### src/rtl/avalon_mm_master_bridge_pkg.sv
// ---------------------------------------------------------------------------
// avalon_mm_master_bridge_pkg
// Shared types for the Avalon-MM master bridge and its register slaves:
//   state_t          - bridge FSM states (IDLE / XFER / RESP)
//   cmd_t            - queued local command {write, address, writedata}
//   CMD_W            - packed width of cmd_t (49 bits)
//   ERR_DATA_DEFAULT - readback word used for aborted transfers; slaves use
//                      the same value as their default readback
// ---------------------------------------------------------------------------
package avalon_mm_master_bridge_pkg;

   typedef enum logic [1:0] {
      ST_IDLE = 2'd0,
      ST_XFER = 2'd1,
      ST_RESP = 2'd2
   } state_t;

   typedef struct packed {
      logic        write;
      logic [15:0] address;
      logic [31:0] writedata;
   } cmd_t;

   localparam int CMD_W = $bits(cmd_t);

   localparam logic [31:0] ERR_DATA_DEFAULT = 32'hDEADBEEF;

endpackage

### src/rtl/avalon_mm_master_bridge_cmd_fifo.sv
// ---------------------------------------------------------------------------
// avalon_mm_master_bridge_cmd_fifo
// Synchronous FIFO holding pending commands. Push and pop may happen in the
// same cycle; both take effect and the count is unchanged. Pushes while full
// and pops while empty are ignored.
// Ports:
//   clock, reset      clock, async active-high reset (empties the FIFO)
//   push, push_data   write side
//   pop, pop_data     read side; pop_data shows the head entry (show-ahead)
//   full, empty       status flags
//   count             number of stored entries
// ---------------------------------------------------------------------------
module avalon_mm_master_bridge_cmd_fifo #(
   parameter int WIDTH = 49,
   parameter int DEPTH = 4
) (
   input  logic                       clock,
   input  logic                       reset,
   input  logic                       push,
   input  logic [WIDTH-1:0]           push_data,
   input  logic                       pop,
   output logic [WIDTH-1:0]           pop_data,
   output logic                       full,
   output logic                       empty,
   output logic [$clog2(DEPTH):0]     count
);

   localparam int AW = $clog2(DEPTH);

   logic [WIDTH-1:0] mem [DEPTH];
   logic [AW-1:0]    wr_ptr;
   logic [AW-1:0]    rd_ptr;
   logic             do_push;
   logic             do_pop;

   assign full     = (count == (AW+1)'(DEPTH));
   assign empty    = (count == '0);
   assign do_push  = push && !full;
   assign do_pop   = pop && !empty;
   assign pop_data = mem[rd_ptr];

   // Storage is not reset: entries are only visible through count.
   always_ff @(posedge clock) begin
      if (do_push) begin
         mem[wr_ptr] <= push_data;
      end
   end

   // DEPTH is a power of two, so the pointers wrap on their own.
   always_ff @(posedge clock or posedge reset) begin
      if (reset) begin
         wr_ptr <= '0;
         rd_ptr <= '0;
         count  <= '0;
      end else begin
         if (do_push) wr_ptr <= wr_ptr + AW'(1);
         if (do_pop)  rd_ptr <= rd_ptr + AW'(1);
         count <= count + (AW+1)'(do_push) - (AW+1)'(do_pop);
      end
   end

endmodule

### src/rtl/avalon_mm_master_bridge.sv
// ---------------------------------------------------------------------------
// avalon_mm_master_bridge
// Avalon-MM initiator. Local register commands are queued in a FIFO and
// issued one at a time as Avalon-MM master transfers; each command returns
// exactly one response, in command order.
// Ports:
//   clock, reset                  clock, async active-high reset
//   cmd_valid/cmd_ready           command handshake (see below)
//   cmd_write/cmd_address/cmd_writedata   command payload
//   rsp_valid                     one-cycle pulse per completed command
//   rsp_readdata/rsp_error        read result (0 for writes, ERR_DATA on
//                                 timeout) and timeout flag
//   busy                          FIFO non-empty or transfer in flight
//   avalon_master_*               Avalon-MM master port
//
// Handshake: a command transfers on a rising clock edge where cmd_valid and
// cmd_ready are both high. While cmd_valid is high and cmd_ready is low the
// source holds the command unchanged. There is no response back-pressure:
// rsp_valid is a single-cycle pulse the consumer must take.
// ---------------------------------------------------------------------------
module avalon_mm_master_bridge
   import avalon_mm_master_bridge_pkg::*;
#(
   parameter int          FIFO_DEPTH     = 4,
   parameter int          TIMEOUT_CYCLES = 255,
   parameter logic [31:0] ERR_DATA       = ERR_DATA_DEFAULT
) (
   input  logic        clock,
   input  logic        reset,
   input  logic        cmd_valid,
   output logic        cmd_ready,
   input  logic        cmd_write,
   input  logic [15:0] cmd_address,
   input  logic [31:0] cmd_writedata,
   output logic        rsp_valid,
   output logic [31:0] rsp_readdata,
   output logic        rsp_error,
   output logic        busy,
   output logic [15:0] avalon_master_address,
   output logic        avalon_master_write,
   output logic [31:0] avalon_master_writedata,
   output logic        avalon_master_read,
   input  logic [31:0] avalon_master_readdata,
   input  logic        avalon_master_waitrequest
);

   localparam int                CNT_W      = $clog2(TIMEOUT_CYCLES + 1);
   // Value of the stall counter on the last allowed waitrequest cycle.
   localparam logic [CNT_W-1:0]  STALL_LAST = CNT_W'(TIMEOUT_CYCLES - 1);

   state_t                        state;
   state_t                        state_nxt;
   cmd_t                          push_cmd;
   cmd_t                          head_cmd;
   logic                          fifo_full;
   logic                          fifo_empty;
   logic [$clog2(FIFO_DEPTH):0]   fifo_count;
   logic                          pop_cmd;
   logic                          xfer_done;
   logic                          xfer_timeout;
   logic [CNT_W-1:0]              stall_cnt;

   assign push_cmd  = '{write: cmd_write, address: cmd_address, writedata: cmd_writedata};
   assign cmd_ready = !fifo_full && !reset;
   assign busy      = (fifo_count != '0) || (state != ST_IDLE);
   assign rsp_valid = (state == ST_RESP);

   avalon_mm_master_bridge_cmd_fifo #(
      .WIDTH (CMD_W),
      .DEPTH (FIFO_DEPTH)
   ) u_cmd_fifo (
      .clock     (clock),
      .reset     (reset),
      .push      (cmd_valid && cmd_ready),
      .push_data (push_cmd),
      .pop       (pop_cmd),
      .pop_data  (head_cmd),
      .full      (fifo_full),
      .empty     (fifo_empty),
      .count     (fifo_count)
   );

   always_ff @(posedge clock or posedge reset) begin
      if (reset) state <= ST_IDLE;
      else       state <= state_nxt;
   end

   always_comb begin
      state_nxt    = state;
      pop_cmd      = 1'b0;
      xfer_done    = 1'b0;
      xfer_timeout = 1'b0;
      case (state)
         ST_IDLE: begin
            if (!fifo_empty) begin
               pop_cmd   = 1'b1;
               state_nxt = ST_XFER;
            end
         end
         ST_XFER: begin
            if (!avalon_master_waitrequest) begin
               xfer_done = 1'b1;
               state_nxt = ST_RESP;
            end else if (stall_cnt == STALL_LAST) begin
               xfer_timeout = 1'b1;
               state_nxt    = ST_RESP;
            end
         end
         ST_RESP: state_nxt = ST_IDLE;
         default: state_nxt = ST_IDLE;
      endcase
   end

   // Bus strobes, address and data are registered: they rise the cycle after
   // the pop and stay frozen until the transfer ends. RESP always sits between
   // two transfers, so the strobes are low for at least one cycle.
   always_ff @(posedge clock or posedge reset) begin
      if (reset) begin
         avalon_master_address   <= '0;
         avalon_master_writedata <= '0;
         avalon_master_write     <= 1'b0;
         avalon_master_read      <= 1'b0;
         stall_cnt               <= '0;
         rsp_readdata            <= '0;
         rsp_error               <= 1'b0;
      end else begin
         if (pop_cmd) begin
            avalon_master_address   <= head_cmd.address;
            avalon_master_writedata <= head_cmd.writedata;
            avalon_master_write     <= head_cmd.write;
            avalon_master_read      <= !head_cmd.write;
            stall_cnt               <= '0;
         end
         if (xfer_done) begin
            avalon_master_write <= 1'b0;
            avalon_master_read  <= 1'b0;
            rsp_readdata        <= avalon_master_read ? avalon_master_readdata : '0;
            rsp_error           <= 1'b0;
         end else if (xfer_timeout) begin
            avalon_master_write <= 1'b0;
            avalon_master_read  <= 1'b0;
            rsp_readdata        <= ERR_DATA;
            rsp_error           <= 1'b1;
         end else if (state == ST_XFER) begin
            // Cannot wrap: the timeout fires before the counter saturates.
            stall_cnt <= stall_cnt + CNT_W'(1);
         end
      end
   end

endmodule

### config.mk
export PLATFORM = sky130hd
export DESIGN_NAME = avalon_mm_master_bridge
export DESIGN_NICKNAME = d
export VERILOG_FILES = /design/src/rtl/avalon_mm_master_bridge_pkg.sv /design/src/rtl/avalon_mm_master_bridge_cmd_fifo.sv /design/src/rtl/avalon_mm_master_bridge.sv
export SDC_FILE = /design/constraint.sdc
export NUM_CORES = 1
export LEC_CHECK = 0
export BUFFER_PORTS_ARGS = -buffer_cell sky130_fd_sc_hd__buf_2
export CORE_ASPECT_RATIO = 0.9
export CORE_MARGIN = 2
export CORE_UTILIZATION = 25
export CTS_CLUSTER_DIAMETER = 30
export DETAILED_ROUTE_END_ITERATION = 12
export GPL_TIMING_DRIVEN = 1
export HOLD_SLACK_MARGIN = 0.12
export SYNTH_ARGS = -nofsm -noshare
export SYNTH_HDL_FRONTEND = slang
export SYNTH_HIERARCHICAL = 1
export SYNTH_SLANG_ARGS = --single-unit
### constraint.sdc
create_clock -name clock -period 6.65 [get_ports clock]
set_input_delay 0.9975 -clock clock [delete_from_list [all_inputs] [get_ports clock]]
set_output_delay 0.9975 -clock clock [all_outputs]
set_load 0.03 [all_outputs]
==> summary.txt <==
Routing
  – DR WL met3: 1.81 mm
  – Post-DR wirelength/cell: 16.8 um
  – Met2 WL: 11.9 mm
  – Total Wirelength: 26.1 mm
  – First-pass iteration count of the detailed router: 5
  – DR iter-0 viols: 408
  – Vias per cell: 4.23
  – WL met1: 11.8 mm
  – DR DRC count: 0
  – Vias: 6569
  – Final ANT Viol Nets: 0
  – Top sig layer: met5

Finish
  – Layout Utilization: 33.0%
  – Area growth, synth to finish: 31.0%
  – Nets: 992
  – Share of cells above drive strength 1: 35.6%

STA
  – Period Utilization, post-route: 49.0%
  – RSZ-0062 raised after global routing: false
  – Final min period: 3.26 ns
  – Worst slew pin tran: 1.16 ns
  – Setup_tns: 0 ns
  – Final slew viol count: 0
  – Worst Clk Skew: 0.0240 ns
  – FMAX: 0.307 GHz
  – Slew HR: 23.0%
  – Final hold vios: 0
  – Final setup fails: 0

Clocking
  – Post_cts resized: 0
  – Setup repair bufs after CTS: 0
  – Clock Tree Root: clkbuf_16
  – CTS tree: yes
  – TritonCTS Buffers: 55
  – Hold bufs inserted after CTS: 0
  – Clock transition at path regs: 0.05 ns
  – Longest Clk Path Bufs: 3
  – Skew-Pair Late Insertion Delay: 0.58 ns
  – CTS sink count: 296
  – # H-tree levels: 2

Power
  – Clk pwr share: 39.0%
  – LEAKAGE: 6.01 nW
  – Sw Ratio: 33.5%
  – Logic gate share of total power: 26.6%
  – Int Power: 5.23 mW
  – Sequential share of power: 34.4%
  – PwrDens: 529 nW/um^2
  – Max VDD drop: 0.268 mV
  – Sw Pwr: 2.64 mW

Logic synthesis
  – Synth Register Bits: 296
  – Synth top area share: 51.8%
  – Number of synthesized flops with an enable pin: 196
  – Post-synthesis cell type count: 45
  – Ys flop type: edfxtp_1
  – Average instance area after synthesis: 16.2 um^2
  – Ys async rst share: 33.8%
  – Synth warn: 6
  – Cell taking the most area after synthesis: edfxtp_1
  – Top cell types by occurrence after synthesis: 196 x edfxtp_1, 174 x nand2_1, 100 x dfrtp_1
  – Most common cell in the synthesized netlist: edfxtp_1
  – Synth area leaders: edfxtp_1 52%, dfrtp_1 22%, mux4_2 9.5%
  – Mapped cell area: 11400 um^2
  – Seq/Total Area, Yosys: 73.8%
  – Cell count after synthesis: 700
  – Synthesized net count: 794

Floorplanning
  – IO Pins: 171
  – Core ar.: 45100 um^2
  – DIE AREA: 47200 um^2
  – Die X: 229 um
  – Die Y-Extent: 206 um
  – Rows: 74
  – Initial Utilization: 25.2%

Place
  – Detailed Place HPWL: 15.8 mm
  – Port bufs: 170
  – RD Place Congestion: 0.789

Status
  – Status: finished clean

Min path
  – Worst hold path class: in -> async

Worst setup path
  – Critical-path cell list: nor3_1 -> or3_2 -> inv_2 -> o31ai_1 -> inv_1 -> ha_1 -> inv_1 -> ha_1 -> inv_1 -> fa_1 -> xnor2_1 -> xnor2_1
  – Crit Path Category: reg -> reg
  – Crit-path max cell delay: 0.92 ns
  – CP max stage cell: or3_2
  – CP Launch Type: flop
  – Setup crit end kind: flop
  – Most Frequent Cell on Critical Path: inv_1
  – Req. time, crit path: 7.09 ns
  – Reg2Reg Launch Point: u_cmd_fifo/count[1]
  – Setup slack, reg-to-reg: 3.39 ns
  – Arrival @ worst endpoint: 3.70 ns
  – CP Max Fanout: 57
  – CP startpoint: u_cmd_fifo/count[1]

Global route
  – Number of antenna violations at the first check in global routing: 6
  – Total GRT Usage: 11.1%
  – Largest net degree at the start of global routing: 61
  – Global-route wire length before repair: 40.2 mm
  – Vias in the first global route: 6850
  – Congestion Overflow GR: 0

Run
  – Max-cap viol count: 0
==> registers in the layout (all words and copies together), names as in the netlist, 3 cells and up <==
signal                   count
avalon_master_address       16
avalon_master_writedata     32
u_cmd_fifo/count             3
u_cmd_fifo/mem             196
rsp_readdata                32
stall_cnt                    8
==> through the flow <==
step	cells	total power, mW	worst slack, ns	hold WS, ns	area (um^2)
after floorplan	700	4.28	3.23	0.487	11400
after global placement	1449	4.86	3.41	0.457	12800
after detailed placement	1449	4.89	3.34	0.457	12800
after CTS	1553	8.00	3.34	0.386	14900
after global routing	1553	8.28	3.06	0.411	14900
final	1554	7.87	3.39	0.403	14900
==> kinds of logic after synthesis <==
kind of cell | Yosys count | share of synthesized area (%)
flip-flops | 296 | 73.8
AND/OR/NAND/NOR | 256 | 10.1
multiplexers | 51 | 9.93
buffers and inverters | 45 | 2.59
AO/OA/AOI/OAI | 39 | 2.21
adder cells (fa/ha/maj) | 9 | 1.06
XOR/XNOR | 4 | 0.308
==> routing by layer <==
layer	vias up	global-route usage (%)
li1	3003	-
met1	3293	14.5
met2	213	17.8
met3	52	3.34
met4	8	3.38
met5	-	0
==> layout by cell type (no fill, tap or decap), types with 5 or more instances in the layout <==
cell,synthesis,layout
o21ai_0,5,5
edfxtp_1,196,196
buf_2,17,170
inv_1,10,9
nor2_1,13,13
nand2_1,174,174
mux4_2,48,48
inv_6,0,8
dfrtp_1,100,98
clkinvlp_4,0,9
a21oi_1,15,15
clkinv_4,0,6
ha_1,8,8
clkbuf_16,0,57
nand3_1,40,40
bufinv_16,0,12
a22o_1,8,8
buf_4,0,5
clkbuf_1,8,5
==> cell type report <==
| type | instances | area (um^2) |
|---|---|---|
| repair buffers | 175 | 888 |
| inverters | 11 | 43.8 |
| multi-input cells | 359 | 2690 |
| clock inverters | 40 | 622 |
| flip-flops and latches | 296 | 8400 |
| diodes | 1 | 2.50 |
| clock buffers | 64 | 1470 |
| well taps | 608 | 761 |
| fillers | 4396 | 30200 |
==> path summary, 6_finish.rpt <==
path,endpoint,cells after the start
max reg2reg,u_cmd_fifo/count[2],12
max in group asynchronous,avalon_master_writedata[9],3
max,u_cmd_fifo/count[2],12
min in group clock,avalon_master_address[10],2
min,u_cmd_fifo/wr_ptr[1],2
min reg2reg,avalon_master_address[10],2
==> critical path: cells and delay by family, from the launching register on <==
kind,cells,cell delay (ns)
and+or+nand+nor,2,1.15
AOI/OAI and AO/OA,1,0.14
xor gates and xnor gates,2,0.27
buffers and inverters,4,0.26
adders and majority gates,3,0.80
DFF,1,0.50
==> power by group through the flow <==
stage | registers (mW) | logic (mW) | clock network (mW)
after floorplan | 3.08 | 1.20 | 0
after detailed placement | 2.75 | 2.14 | 0
after global placement | 2.73 | 2.12 | 0
after CTS | 2.72 | 2.15 | 3.13
after global routing | 2.77 | 2.29 | 3.22
final | 2.71 | 2.10 | 3.07
(Power assumes the default switching activity.)
